===== src/rtl/spi_arbiter.sv =====
// Two-requester arbiter in front of a single SPI engine: chip selects, setup/idle gaps, start/busy handshake, held-CS bursts.
// Optional HOLD timeout is compiled in with `define SPI_ARB_TIMEOUT_EN.
module spi_arbiter #(
  parameter int unsigned CS_SETUP     = 2,
  parameter int unsigned CS_IDLE      = 2,
  parameter int unsigned HOLD_TIMEOUT = 255
) (
  input  logic        raw_clk,
  input  logic        reset,
  input  logic        req_0,
  input  logic        req_1,
  input  logic        hold_0,
  input  logic        hold_1,
  input  logic        width_16_0,
  input  logic        width_16_1,
  input  logic [15:0] data_tx_0,
  input  logic [15:0] data_tx_1,
  output logic        grant_0,
  output logic        grant_1,
  output logic        done_0,
  output logic        done_1,
  output logic [7:0]  data_rx,
  output logic        cs_0,
  output logic        cs_1,
  output logic        spi_start,
  output logic        spi_width_16,
  output logic [15:0] spi_data_tx,
  input  logic        spi_busy,
  input  logic [7:0]  spi_data_rx
);

  if (CS_SETUP < 1 || CS_SETUP > 15 || CS_IDLE < 1 || CS_IDLE > 15 ||
      HOLD_TIMEOUT < 1 || HOLD_TIMEOUT > 255) begin : g_param_check
    $error("spi_arbiter: parameter out of range");
  end

  typedef enum logic [2:0] {
    S_IDLE, S_SETUP, S_START, S_WAIT_BUSY, S_WAIT_DONE, S_DONE, S_HOLD, S_RELEASE
  } state_t;

  state_t      state_q, state_d;
  logic [3:0]  cnt_q, cnt_d;
  logic [1:0]  grant_q, grant_d;
  logic [1:0]  done_q, done_d;
  logic [7:0]  data_rx_q, data_rx_d;
  logic        start_q, start_d;
  logic        width_q, width_d;
  logic [15:0] tx_q, tx_d;
  logic        last_q, last_d;
`ifdef SPI_ARB_TIMEOUT_EN
  logic [7:0]  to_cnt_q, to_cnt_d;
`endif

  logic        own_req, own_hold, own_width, pick;
  logic [15:0] own_tx;

  assign own_req   = grant_q[1] ? req_1      : req_0;
  assign own_hold  = grant_q[1] ? hold_1     : hold_0;
  assign own_width = grant_q[1] ? width_16_1 : width_16_0;
  assign own_tx    = grant_q[1] ? data_tx_1  : data_tx_0;
  // On a tie the requester not served last wins; otherwise whoever is asking.
  assign pick      = (req_0 && req_1) ? ~last_q : req_1;

  always_comb begin
    state_d   = state_q;
    cnt_d     = cnt_q;
    grant_d   = grant_q;
    done_d    = '0;
    data_rx_d = data_rx_q;
    start_d   = 1'b0;
    width_d   = width_q;
    tx_d      = tx_q;
    last_d    = last_q;
`ifdef SPI_ARB_TIMEOUT_EN
    to_cnt_d  = to_cnt_q;
`endif
    case (state_q)
      S_IDLE: begin
        if (!spi_busy && (req_0 || req_1)) begin
          grant_d = pick ? 2'b10 : 2'b01;
          width_d = pick ? width_16_1 : width_16_0;
          tx_d    = pick ? data_tx_1 : data_tx_0;
          cnt_d   = '0;
          state_d = S_SETUP;
        end
      end
      S_SETUP: begin
        if (cnt_q == 4'(CS_SETUP - 1)) begin
          start_d = 1'b1;
          state_d = S_START;
        end else begin
          cnt_d = cnt_q + 4'd1;
        end
      end
      S_START:     state_d = S_WAIT_BUSY;
      S_WAIT_BUSY: if (spi_busy) state_d = S_WAIT_DONE;
      S_WAIT_DONE: begin
        if (!spi_busy) begin
          data_rx_d = spi_data_rx;
          done_d    = grant_q;
          state_d   = S_DONE;
        end
      end
      S_DONE: begin
        last_d = grant_q[1];
        if (own_hold) begin
`ifdef SPI_ARB_TIMEOUT_EN
          to_cnt_d = '0;
`endif
          state_d = S_HOLD;
        end else begin
          grant_d = '0;
          cnt_d   = '0;
          state_d = S_RELEASE;
        end
      end
      S_HOLD: begin
        if (own_req) begin
          width_d = own_width;
          tx_d    = own_tx;
          start_d = 1'b1;
`ifdef SPI_ARB_TIMEOUT_EN
          to_cnt_d = '0;
`endif
          state_d = S_START;
        end else if (!own_hold) begin
          grant_d = '0;
          cnt_d   = '0;
          state_d = S_RELEASE;
        end
`ifdef SPI_ARB_TIMEOUT_EN
        else if (to_cnt_q == 8'(HOLD_TIMEOUT - 1)) begin
          grant_d = '0;
          cnt_d   = '0;
          state_d = S_RELEASE;
        end else begin
          to_cnt_d = to_cnt_q + 8'd1;
        end
`endif
      end
      S_RELEASE: begin
        if (cnt_q == 4'(CS_IDLE - 1)) state_d = S_IDLE;
        else                          cnt_d   = cnt_q + 4'd1;
      end
      default: state_d = S_IDLE;
    endcase
  end

  always_ff @(posedge raw_clk or posedge reset) begin
    if (reset) begin
      state_q   <= S_IDLE;
      cnt_q     <= '0;
      grant_q   <= '0;
      done_q    <= '0;
      data_rx_q <= '0;
      start_q   <= 1'b0;
      width_q   <= 1'b0;
      tx_q      <= '0;
      last_q    <= 1'b1;
`ifdef SPI_ARB_TIMEOUT_EN
      to_cnt_q  <= '0;
`endif
    end else begin
      state_q   <= state_d;
      cnt_q     <= cnt_d;
      grant_q   <= grant_d;
      done_q    <= done_d;
      data_rx_q <= data_rx_d;
      start_q   <= start_d;
      width_q   <= width_d;
      tx_q      <= tx_d;
      last_q    <= last_d;
`ifdef SPI_ARB_TIMEOUT_EN
      to_cnt_q  <= to_cnt_d;
`endif
    end
  end

  // Chip selects follow the one-hot grant, so both can never be low together.
  assign grant_0      = grant_q[0];
  assign grant_1      = grant_q[1];
  assign cs_0         = ~grant_q[0];
  assign cs_1         = ~grant_q[1];
  assign done_0       = done_q[0];
  assign done_1       = done_q[1];
  assign data_rx      = data_rx_q;
  assign spi_start    = start_q;
  assign spi_width_16 = width_q;
  assign spi_data_tx  = tx_q;

endmodule


===== config.mk =====
export PLATFORM = sky130hd
export DESIGN_NAME = spi_arbiter
export DESIGN_NICKNAME = d
export VERILOG_FILES = /design/src/rtl/spi_arbiter.sv
export SDC_FILE = /design/constraint.sdc
export NUM_CORES = 1
export LEC_CHECK = 0
export CORE_ASPECT_RATIO = 1.4
export CORE_MARGIN = 5
export CORE_UTILIZATION = 45
export CTS_BUF_LIST = sky130_fd_sc_hd__clkbuf_2
export DETAILED_ROUTE_END_ITERATION = 10
export PLACE_DENSITY = 0.82
export SYNTH_ARGS = -nofsm -noshare
export SYNTH_HDL_FRONTEND = slang
export SYNTH_SLANG_ARGS = --single-unit

===== constraint.sdc =====
create_clock -name raw_clk -period 2.6 [get_ports raw_clk]
set_clock_uncertainty 0.15 [all_clocks]
set_input_delay 0.26 -clock raw_clk [delete_from_list [all_inputs] [get_ports raw_clk]]
set_output_delay 0.26 -clock raw_clk [all_outputs]
set_load 0.1 [all_outputs]

==> reports/qor.yml <==
synthesis:
  synthArstFlopShare_pct: 100.0
  synth_seq_cells: 38
  yosysUniqueCellTypes: 52
  synth_edf_count: 0
  synth_warnings: 0
  syn_area_sq_mm: 0.002106
  syn_nets: 220
  avgSynthCellArea_sq_um: 12.46
  synth_flop_cell: "dfrtp_1"
  syn_inst: 169
  seq_area_frac_synth_pct: 45.22
floorplanning:
  die_h_microns: 90.94
  die_area_sq_mm: 0.006167
  core_area_sq_mm: 0.004536
  die_w_microns: 67.82
  start_util_pct: 46.43
  io_pins: 81
  num_rows: 29
clock_tree:
  cts_buffers: 5
  cts_tree: "done"
  cts_resized: 0
  clockBufferDepth: 2
  h-tree-depth: 2
  path_clk_slew_ns: 0.19
  cts-root-buf: "clkbuf_2"
  insertion_delay_ns: 0.38
  cts_setup_buffers: 0
  hold_buffers: 0
  numClockSinks: 38
timing:
  drv_slew: 0
  rsz0062_at_grt: "no"
  slew_headroom_pct: 54.76
  setup_viol: 0
  fin_crit_ns: 2.197
  setup_ws_ns: 0.4031
  tightest_slew_ns: 0.6644
  final_hold_viol_count: 0
  max_freq_ghz: 0.4552
  min_period_over_period_pct: 84.49
layout:
  antenna_cells: 0
  fin_nets: 308
  fill_cells: 345
  areaGrowthSynthToFinish_pct: 43.26
  final_cell_mix: "clkdlybuf4s50_1 (48), buf_4 (43), dfrtp_1 (36), mux2_2 (29), mux2_4 (11)"
  layout-drive-gt1-share_pct: 40.31
  final_common_cell: "clkdlybuf4s50_1"
place:
  dp_slack_ns: -0.1309
  io_buffers: 80
  gp_congestion: 0.8832
  dp_hpwl_mm: 4.045
grt:
  grt_use_met2_pct: 28.51
  grt_pass1_wl_mm: 8.404
  gr-usage-met1_pct: 22.05
  antenna_found_initial: 0
  grt_use_total_pct: 17.55
  grt_pass1_vias: 1770
  grt_max_degree: 25
  met3_usage_pct: 5.062
  busiest_layer: "met2"
  overflow: 0
routing:
  wirelength_mm: 5.216
  routedWlPerCell_microns: 16.30
  first_pass_iters: 4
  via_per_inst: 5.266
  remaining_drc_errors: 0
  drt_iter0_drc: 43
  vias: 1685
  ant_nets: 0
setup_path:
  worst-setup-path-type: "reg2reg"
  path_max_fanout: 17
  start_kind: "flop"
  worstPathRequired_ns: 2.75
  crit_chain: "a21boi_0 -> mux2i_4 -> mux2_2 -> mux2_4"
  endpoint_kind: "flop"
  crit_arrival_ns: 2.34
  slowest_delay_ns: 0.57
  crit_slowest_cell: "dfstp_2"
hold_path:
  holdCritPathClass: "in2async"
job:
  maxCapViolCount: 0
status:
  status: "finished, final reports clean"
worst max-delay path: cells and delay by family (launching register included):
kind | cells | cell delay (ns)
multiplexers | 3 | 1.23
flip-flops | 1 | 0.57
AO/OA/AOI/OAI | 1 | 0.15
cells by family (layout without fill, tap and decap cells):
group	after synthesis	in the layout	share of synthesized area, %
muxes	48	48	27.63
and+or+nand+nor	38	38	11.65
AOI/OAI and AO/OA	25	25	8.972
adders and majority gates	2	2	1.188
buffers and inverters	17	106	4.932
DFF	38	38	45.22
xor gates and xnor gates	1	1	0.4160
routing by layer:
layer  wire [microns]  part of all wire (%)
met5                0                     0
met4              114                   2.2
met3              453                   8.7
met2             2557                    49
met1             2091                    40
final cells by class:
cell class / count / area, sq um / share of cell area [%]
Multi-Input combinational cell: 114 / 1059 / 35.09
Sequential cell: 38 / 953.4 / 31.61
Timing Repair Buffer: 93 / 843.3 / 27.96
Tap cell: 62 / 77.57 / 2.572
Clock buffer: 7 / 35.03 / 1.161
Clock inverter: 1 / 30.03 / 0.9954
Inverter: 5 / 18.77 / 0.6221
synth_stat cells, types with 2 or more instances:
master	number	area, sq um
a21o_1	2	15.01
a21oi_1	2	10.01
and3_1	4	25.02
buf_2	4	20.02
buf_6	2	22.52
clkbuf_1	3	11.26
dfrtp_1	37	925.9
ha_1	2	25.02
inv_1	5	18.77
mux2_1	5	56.30
mux2_2	29	326.6
mux2_4	11	165.2
mux2i_1	2	20.02
nand2_1	5	18.77
nand2b_1	3	18.77
nand3_1	4	20.02
nand4_1	3	18.77
nor2_1	5	18.77
nor3_2	2	20.02
nor3b_1	2	15.01
nor4_1	2	12.51
o21ai_0	3	15.01
o22ai_1	2	12.51
o31ai_1	2	15.01
metrics by stage:
step	setup TNS [ns]	std cells	util (%)	hold WS, ns	cell area, sq um
floorplan	0	169	-	0.2617	2107
global route	0	320	66.51	0.1044	3017
global placement	-1.564	312	64.88	0.3191	2943
finish	0	320	66.51	0.08385	3017
detailed placement	-1.865	312	64.88	0.3298	2943
CTS	0	320	66.32	0.09103	3008
registers in the layout, indices dropped and copies added (netlist names):
register / flops
data_rx: 8
state_q: 3
done_q: 2
grant_q: 2
cnt_q: 4
spi_width_16: 1
last_q: 1
spi_start: 1
spi_data_tx: 16
final timing paths:
| kind | from | endpoint | slack, ns | cells past startpoint |
|---|---|---|---|---|
| hold reg to reg | last_q$_DFFE_PP1P_ | last_q$_DFFE_PP1P_ | 0.35 | 2 |
| hold / removal | reset | data_rx[6]$_DFFE_PP0P_ | 0.08 | 2 |
| max in group asynchronous | reset | last_q$_DFFE_PP1P_ | 1.60 | 3 |
| setup / recovery | last_q$_DFFE_PP1P_ | spi_data_tx[13]$_DFFE_PP0P_ | 0.40 | 4 |
| setup reg to reg | last_q$_DFFE_PP1P_ | spi_data_tx[13]$_DFFE_PP0P_ | 0.40 | 4 |
| min in group raw_clk | spi_data_rx[2] | data_rx[2]$_DFFE_PP0P_ | 0.32 | 2 |
Power is left out: the tool's default activity adds up to more than one toggle a clock period on the data nets, which glitch-free logic cannot reach.
